==> src/rtl/mesh_inject_arbiter.sv <==
// mesh_inject_arbiter: shares a mesh router's local P-port injection channel
// among NUM_REQ tile sources. Whole packets are granted in round-robin order,
// and router input-buffer space is tracked with a valid/yummy credit counter.
module mesh_inject_arbiter #(
    parameter int NUM_REQ    = 4,
    parameter int DATA_WIDTH = 64,
    parameter int CREDITS    = 4,
    parameter int LEN_LSB    = 22,
    parameter int LEN_W      = 8,
    localparam int ID_W      = (NUM_REQ > 1) ? $clog2(NUM_REQ) : 1
) (
    input  logic                          clk,
    input  logic                          reset_in,
    input  logic [NUM_REQ-1:0]            req_valid,
    input  logic [NUM_REQ*DATA_WIDTH-1:0] req_data,
    output logic [NUM_REQ-1:0]            req_ready,
    output logic [DATA_WIDTH-1:0]         data_out,
    output logic                          valid_out,
    input  logic                          yummy_in,
    output logic [ID_W-1:0]               grant_id,
    output logic                          busy,
    output logic [3:0]                    credit_cnt,
    output logic                          err_credit
);

    localparam logic [3:0] CREDITS_V = 4'(CREDITS);

    typedef enum logic {
        IDLE,
        BODY
    } state_t;

    state_t                state;
    state_t                state_next;
    logic [ID_W-1:0]       rr_ptr;
    logic [ID_W-1:0]       sel_idx;
    logic [ID_W-1:0]       cand_id;
    logic                  sel_found;
    logic                  accept;
    logic [DATA_WIDTH-1:0] sel_flit;
    logic [LEN_W-1:0]      sel_len;
    logic [LEN_W-1:0]      remain;
    logic [3:0]            credit_next;

    assign busy = (state == BODY);

    // Pick the requester: owner during a packet, round-robin search from rr_ptr at a boundary
    always_comb begin
        sel_found = 1'b0;
        sel_idx   = rr_ptr;
        cand_id   = rr_ptr;
        if (state == BODY) begin
            sel_idx   = grant_id;
            sel_found = req_valid[grant_id];
        end else begin
            for (int unsigned k = 0; k < NUM_REQ; k++) begin
                cand_id = ID_W'((32'(rr_ptr) + k) % 32'(NUM_REQ));
                if (!sel_found && req_valid[cand_id]) begin
                    sel_found = 1'b1;
                    sel_idx   = cand_id;
                end
            end
        end
    end

    // Accept handshake, selected flit and its header length field
    always_comb begin
        accept    = sel_found && (credit_cnt != '0);
        req_ready = '0;
        if (accept) begin
            req_ready[sel_idx] = 1'b1;
        end
        sel_flit = req_data[sel_idx*DATA_WIDTH +: DATA_WIDTH];
        sel_len  = sel_flit[LEN_LSB +: LEN_W];
    end

    // Credit counter next value; a credit return at full count saturates
    always_comb begin
        credit_next = credit_cnt;
        if (accept && !yummy_in) begin
            credit_next = credit_cnt - 4'd1;
        end else if (!accept && yummy_in && (credit_cnt != CREDITS_V)) begin
            credit_next = credit_cnt + 4'd1;
        end
    end

    // Packet FSM next-state: header with nonzero length opens a packet, last body flit closes it
    always_comb begin
        state_next = state;
        unique case (state)
            IDLE: if (accept && (sel_len != '0)) state_next = BODY;
            BODY: if (accept && (remain == LEN_W'(1))) state_next = IDLE;
            default: state_next = IDLE;
        endcase
    end

    // FSM state register
    always_ff @(posedge clk) begin
        if (!reset_in) begin
            state <= IDLE;
        end else begin
            state <= state_next;
        end
    end

    // Output flit register, credits, ownership and body-flit down-counter
    always_ff @(posedge clk) begin
        if (!reset_in) begin
            valid_out  <= 1'b0;
            data_out   <= '0;
            credit_cnt <= CREDITS_V;
            err_credit <= 1'b0;
            rr_ptr     <= '0;
            grant_id   <= '0;
            remain     <= '0;
        end else begin
            valid_out  <= accept;
            credit_cnt <= credit_next;
            if (accept) begin
                data_out <= sel_flit;
            end
            if (yummy_in && (credit_cnt == CREDITS_V)) begin
                err_credit <= 1'b1;
            end
            if (accept && (state == IDLE)) begin
                grant_id <= sel_idx;
                rr_ptr   <= (sel_idx == ID_W'(NUM_REQ - 1)) ? '0 : sel_idx + ID_W'(1);
                remain   <= sel_len;
            end else if (accept) begin
                remain <= remain - LEN_W'(1);
            end
        end
    end

endmodule

==> config.mk <==
export PLATFORM = sky130hd
export DESIGN_NAME = mesh_inject_arbiter
export DESIGN_NICKNAME = d
export VERILOG_FILES = /design/src/rtl/mesh_inject_arbiter.sv
export SDC_FILE = /design/constraint.sdc
export NUM_CORES = 1
export LEC_CHECK = 0
export CAP_MARGIN = 20
export CORE_MARGIN = 2
export CORE_UTILIZATION = 30
export DETAILED_ROUTE_END_ITERATION = 8
export GPL_ROUTABILITY_DRIVEN = 0
export PLACE_DENSITY = 0.77
export SLEW_MARGIN = 20
export SYNTH_ARGS = -nofsm -noshare
export SYNTH_HDL_FRONTEND = slang
export SYNTH_SLANG_ARGS = --single-unit
==> constraint.sdc <==
create_clock -name clk -period 2.7 [get_ports clk]
set_input_delay 0.54 -clock clk [delete_from_list [all_inputs] [get_ports clk]]
set_output_delay 0.54 -clock clk [all_outputs]
set_load 0.01 [all_outputs]
After elaboration in Yosys (flattened, before gate mapping)
Index checks and enable logic that the tools add are counted.

word-level totals
  output and inout bits = 77
  register bits after elaboration = 83

cells by class
  reduce and logical (&&, ||, !) cells = 21
  shifts and indexed selects = 1
  add/subtract/negate cells = 7
  equal/unequal tests = 4
  multiplexer cells = 33
  bitwise operators = 1
  magnitude comparators = 7

operators with widths
  cell                                                                count
  indexed part select 256 x 9 -> 64 bit                               1
  < comparator 2 x 3 -> 1 bit (second input constant)                 6
  2-to-1 mux 1 bit                                                    16
  2-to-1 mux 8 bit                                                    2
  logical AND 1 bit                                                   12
  2-to-1 mux 4 bit                                                    3
  binary-select mux 1 bit (select 2 bit)                              5
  2-to-1 mux 2 bit                                                    5
  equality test 8 x 1 -> 1 bit (second input constant)                1
  nonzero test 8 bit                                                  1
  subtractor 8 x 1 -> 8 bit (second input constant)                   1
  zero test 1 bit                                                     5
  adder 2 x 1 -> 2 bit (second input constant)                        2
  adder 2 bit (second input constant)                                 2
  adder 4 x 1 -> 4 bit (second input constant)                        1
  equality test 4 x 3 -> 1 bit (second input constant)                1
  inequality test 4 x 3 -> 1 bit (second input constant)              1
  nonzero test 2 bit                                                  2
  nonzero test 4 bit                                                  1
  subtractor 4 x 1 -> 4 bit (second input constant)                   1
  demux 1 bit (select 2 bit)                                          1
  equality test 2 bit (second input constant)                         1
  greater-or-equal comparator 2 x 1 -> 1 bit (second input constant)  1
  one-hot mux 1 bit (2 select lines)                                  1
  inverter 1 bit                                                      1

Depth between registers and ports, before layout
Gate-level depths: netlist (run 1).

  depth in word-level cells = 22
  gate-level depth with buffers = 10

Least setup slack after synthesis (run 1)
OpenSTA, ideal clock, no wires.

  path kind = input to output
  from = input port req_valid[0]
  to = output port req_ready[2]
  data required time = 2.160 ns
  path buffers = 2
  arrival = 2.130 ns
  setup slack = 0.030 ns
  cell stages on the path = 8
  cell sequence = and2b_1 > or4_1 > a31o_2 > inv_2 > buf_4 > buf_4 > ha_1 > and2_1

between the ends
  longest elaborated chain between the ends = 21
  elaborated cells between the ends (all ways) = 35

RTL lines
  item                                                                                                                    RTL line  text
  start, declared                                                                                                         14        input logic [NUM_REQ-1:0] req_valid,
  binary-select mux 1 bit (select 2 bit)                                                                                  58        if (!sel_found && req_valid[cand_id]) begin
  2-to-1 mux 1 bit (implied by the code)                                                                                  58
  2-to-1 mux 1 bit                                                                                                        58
  2-to-1 mux 1 bit                                                                                                        52        if (state == BODY) begin
  zero test 1 bit                                                                                                         58
  logical AND 1 bit                                                                                                       58
  2-to-1 mux 1 bit                                                                                                        58
  2-to-1 mux 1 bit                                                                                                        52
  [6 not listed]                                                                                                          --
  2-to-1 mux 2 bit (*)                                                                                                    58
  2-to-1 mux 2 bit (*)                                                                                                    52
  named net sel_idx[1]                                                                                                    36        logic [ID_W-1:0] sel_idx;
  < comparator 2 x 3 -> 1 bit (implied by the code) / greater-or-equal comparator 2 x 1 -> 1 bit (equally long branches)  71        req_ready[sel_idx] = 1'b1;
  logical AND 1 bit (implied by the code)                                                                                 71
  2-to-1 mux 1 bit (implied by the code)                                                                                  71
  demux 1 bit (select 2 bit) (*)                                                                                          71
  2-to-1 mux 4 bit (*)                                                                                                    70        if (accept) begin
  end, declared                                                                                                           16        output logic [NUM_REQ-1:0] req_ready,

The timed path passes the listed nets; every way through them passes the cells marked *. The select of a mux whose other input is x is not followed.

Worst setup path in the final report (run 1)
  from = input port req_valid[0]
  to = output port req_ready[2]

between the ends
  longest elaborated chain between the ends = 21
  elaborated cells between the ends (all ways) = 35

RTL lines
  item                                                                                                                    RTL line
  binary-select mux 1 bit (select 2 bit)                                                                                  58
  2-to-1 mux 1 bit (implied by the code)                                                                                  58
  2-to-1 mux 1 bit                                                                                                        58
  2-to-1 mux 1 bit                                                                                                        52
  zero test 1 bit                                                                                                         58
  logical AND 1 bit                                                                                                       58
  2-to-1 mux 1 bit                                                                                                        58
  2-to-1 mux 1 bit                                                                                                        52
  [5 not listed]                                                                                                          --
  logical AND 1 bit                                                                                                       58
  2-to-1 mux 2 bit                                                                                                        58
  2-to-1 mux 2 bit                                                                                                        52
  < comparator 2 x 3 -> 1 bit (implied by the code) / greater-or-equal comparator 2 x 1 -> 1 bit (equally long branches)  71
  logical AND 1 bit (implied by the code)                                                                                 71
  2-to-1 mux 1 bit (implied by the code)                                                                                  71
  demux 1 bit (select 2 bit)                                                                                              71
  2-to-1 mux 4 bit (*)                                                                                                    70

Mark *: on every way between the ends. The rest lies on a longest branch, timed or not. The select of a mux whose other input is x is not followed.

==> results of run 1 <==
[cell usage in the layout, fill, tap and decap left out, drive strengths merged, types with 4 or more instances in the layout]
| cell | n |
|---|---|
| a211oi | 6 |
| a21oi | 11 |
| a22o | 58 |
| a311oi | 5 |
| and2 | 11 |
| buf | 56 |
| bufinv | 4 |
| clkbuf | 11 |
| clkdlybuf4s50 | 331 |
| dfxtp | 83 |
| ha | 7 |
| inv | 10 |
| mux2i | 11 |
| mux4 | 59 |
| nand2 | 19 |
| nand3 | 5 |
| nor2 | 12 |
| nor2b | 6 |
| nor3 | 10 |
| nor4 | 8 |
| o21ai | 15 |
[report_power, final]
part | switching [W] | internal (W)
registers | 0.000371 | 0.00174
logic | 0.00208 | 0.00283
clock network | 0.000509 | 0.000997
[layout make-up]
cell class / count / area share (%)
repair buffers: 389 / 41.7
multi-input cells: 293 / 33.0
flip-flops and latches: 83 / 17.9
well taps: 216 / 2.92
clock buffers: 11 / 2.51
clock inverters: 5 / 1.35
inverters: 10 / 0.513
diodes: 1 / 0.0270
[metal layers]
| metal | GRT usage, % | up-vias | part of all wire (%) |
|---|---|---|---|
| met4 | 9.92 | 0 | 3.7 |
| met5 | 0 | - | 0 |
| met2 | 41.5 | 266 | 51 |
| met1 | 26.1 | 2628 | 37 |
| li1 | - | 2444 | - |
| met3 | 5.82 | 52 | 7.8 |
[kinds of logic after synthesis]
family / Yosys count / share of synthesized area (%)
simple gates: 86 / 9.16
fa+ha+maj: 7 / 1.77
mux: 71 / 29.3
flops: 83 / 33.5
compound gates: 126 / 20.1
xor+xnor: 3 / 0.530
buf+inv: 46 / 5.58
[flip-flops by register name (all words and copies together), names as in the netlist]
signal,flops
valid_out,1
err_credit,1
busy,1
grant_id,2
credit_cnt,4
rr_ptr,2
data_out,64
remain,8
[per-stage QoR]
step | instance area [µm²] | hold WS, ns | setup TNS (ns) | worst slack [ns]
3_3_place_gp | 8810 | 0.459 | -35.54 | -0.740
5_1_grt | 9270 | 0.496 | -0.151 | -0.0559
4_1_cts | 9240 | 0.481 | 0 | 0.00273
3_5_place_dp | 8810 | 0.462 | -39.87 | -0.752
6_report | 9270 | 0.481 | -0.0252 | -0.0168
2_1_floorplan | 4960 | 0.483 | 0 | 0.0302
[final timing paths]
path / from / slack (ns) / endpoint
max reg2reg: rr_ptr[0]$_SDFFE_PN0P_ / 0.11 / remain[5]$_SDFFE_PN0P_
min: data_out[3]$_SDFFE_PN0P_ / 0.48 / data_out[3]$_SDFFE_PN0P_
max: req_valid[0] / -0.02 / req_ready[2]
min reg2reg: data_out[3]$_SDFFE_PN0P_ / 0.48 / data_out[3]$_SDFFE_PN0P_
[what timing repair did]
| item | 4_1_cts | 5_1_grt |
|---|---|---|
| cloned | 1 | 0 |
| endpoints found under the setup margin | 72 | 4 |
| pin swaps | 5 | 4 |
| gates resized for setup | 43 | 6 |
| buffers inserted | 1 | 2 |
==> metrics.md, run 1 <==
| Metric | Value |
|---|---|
| Status | `complete, but fails checks` |
| Failing checks | `setup timing` |
| Final Cycle Share | `101%` |
| Netlist cell types | `61` |
| Critical path, cell by cell | `buf_2 -> buf_6 -> or3b_1 -> a21oi_2 -> a31o_1 -> buf_12 -> inv_8 -> ha_1 -> and2_1 -> buf_2` |
| Final worst slack | `-0.0168 ns` |
| CP max FO | `5` |
| Cts hold-fix bufs | `0` |
| Io pins | `340` |
| Slew Limit Fails | `0` |
| HPWL after DPL | `16,900 µm` |
| Net count after synthesis | `692` |
| Initial drt markers | `223` |
| Post-Syn Area | `4960 µm²` |
| Crit start category | `input pin` |
| Top delay family on crit path | `buffers and inverters` |
| Antenna violations before repair | `1` |
| First-pass GRT wire length | `31,700 µm` |
| Worst Path Arrival | `2.18 ns` |
| Worst path depth | `10` |
| CTS Buf Count | `9` |
| Cell mode on critical path | `buf_2` |
| Sequential share of the synthesized area | `33.5%` |
| Synth Instances | `422` |
| R2R cell count | `8` |
| Slowest-stage cell, CP | `or3b_1` |
| Pwr Total | `0.00854 W` |
| Clock buffer depth | `2` |
| Register area | `1660 µm²` |
| Syn_area_per_cell | `11.7 µm²` |
| Clock Latency Late Sink | `0.34 ns` |
| Area of the multi-input gates | `3060 µm²` |
| Reg clk slew, reported paths | `0.06 ns` |
| Die area | `17,600 µm²` |
| P_leak | `3.60 nW` |
| Starting density of the core | `31.0%` |
| # rows | `46` |
| DR DRC count | `0` |
| H-Tree Level Count | `3` |
| Worst Hold Path Cells | `1` |
| Worst min-delay path class | `register to register` |
| Placed cells | `987` |
| EDFF count, synth | `0` |
| Critical path class | `input pin to output pin` |
| WL per Instance | `20.9 µm` |
| CTS tree | `built` |
| Final setup violating endpoints | `2` |
| Peak Freq | `0.368 GHz` |
| VDD IR-drop max | `0.000771 V` |
| Fill cells | `1,338` |
| Die width | `133 µm` |
| Largest net degree at the start of global routing | `37` |
| Top cells by area, synth | `dfxtp_1, mux4_2, a22o_1` |
| Final std cells w/o fill | `1,008` |
| Yosys reg bits | `83` |
| Post-synth ARST share | `0%` |
| Synth cell count leaders | `dfxtp_1, a22o_1, mux4_2, clkbuf_1, nand2_1` |
| Total of max-cap violations | `0` |
| Layout Nets | `1,056` |
| Fin util | `57.9%` |
| Total gr overflow | `0` |
| Total track usage | `23.2%` |
| Final antenna-violating net count | `0` |
| Router iterations before antenna repair | `5` |
| Core area | `16,000 µm²` |
| Slew @ Worst Pin | `0.520 ns` |
| Worst slew margin | `65.0%` |
| Fin crit period | `2.72 ns` |
| Unrepaired setup endpoints after global routing | `yes` |
| Nature of the critical path endpoint | `output pin` |
| Most instantiated library cell after synthesis | `dfxtp_1` |
| Clock sink count | `83` |
| Routed wire length | `21,100 µm` |
| Pwr per Cell Area | `921 nW/µm²` |
| Post-synth top area share | `33.5%` |
| Final hold vios | `0` |
| Cell taking the most area after synthesis | `dfxtp_1` |
| Top FF cell, synth | `dfxtp_1` |
| YS warnings | `0` |
| Vias in the first global route | `5,629` |
| Worst EP required | `2.16 ns` |
| Avg Vias per Cell | `5.35` |
| Root Driver | `clkbuf_16` |
| Critical path buffers and inverters | `5` |
| Port Buffers | `339` |
| Vias after detailed routing | `5,390` |
| Layout Skew | `0.00527 ns` |
| Area growth, synth to finish | `87.0%` |
| Layout cell share with drive strength beyond 1 | `19.3%` |
| Die Ht | `133 µm` |
| Max incr delay on CP | `0.38 ns` |
Note: power is estimated with default switching activity, not from simulation.
==> run 2: changes to the inputs <==
--- a/config.mk
+++ b/config.mk
@@ -5,6 +5,7 @@
 export SDC_FILE = /design/constraint.sdc
 export NUM_CORES = 1
 export LEC_CHECK = 0
+export ABC_CLOCK_PERIOD_IN_PS = 2700
 export CAP_MARGIN = 20
 export CORE_MARGIN = 2
 export CORE_UTILIZATION = 30
==> results of run 2 <==
The final DEF is identical to that of run 1; final timing and power are the same.
==> run 3: changes to the inputs <==
--- a/config.mk
+++ b/config.mk
@@ -5,8 +5,7 @@
 export SDC_FILE = /design/constraint.sdc
 export NUM_CORES = 1
 export LEC_CHECK = 0
-export ABC_CLOCK_PERIOD_IN_PS = 2700
-export CAP_MARGIN = 20
+export CAP_MARGIN = 25
 export CORE_MARGIN = 2
 export CORE_UTILIZATION = 30
 export DETAILED_ROUTE_END_ITERATION = 8
==> results of run 3 <==
The final DEF is identical to that of run 1; final timing and power are the same.
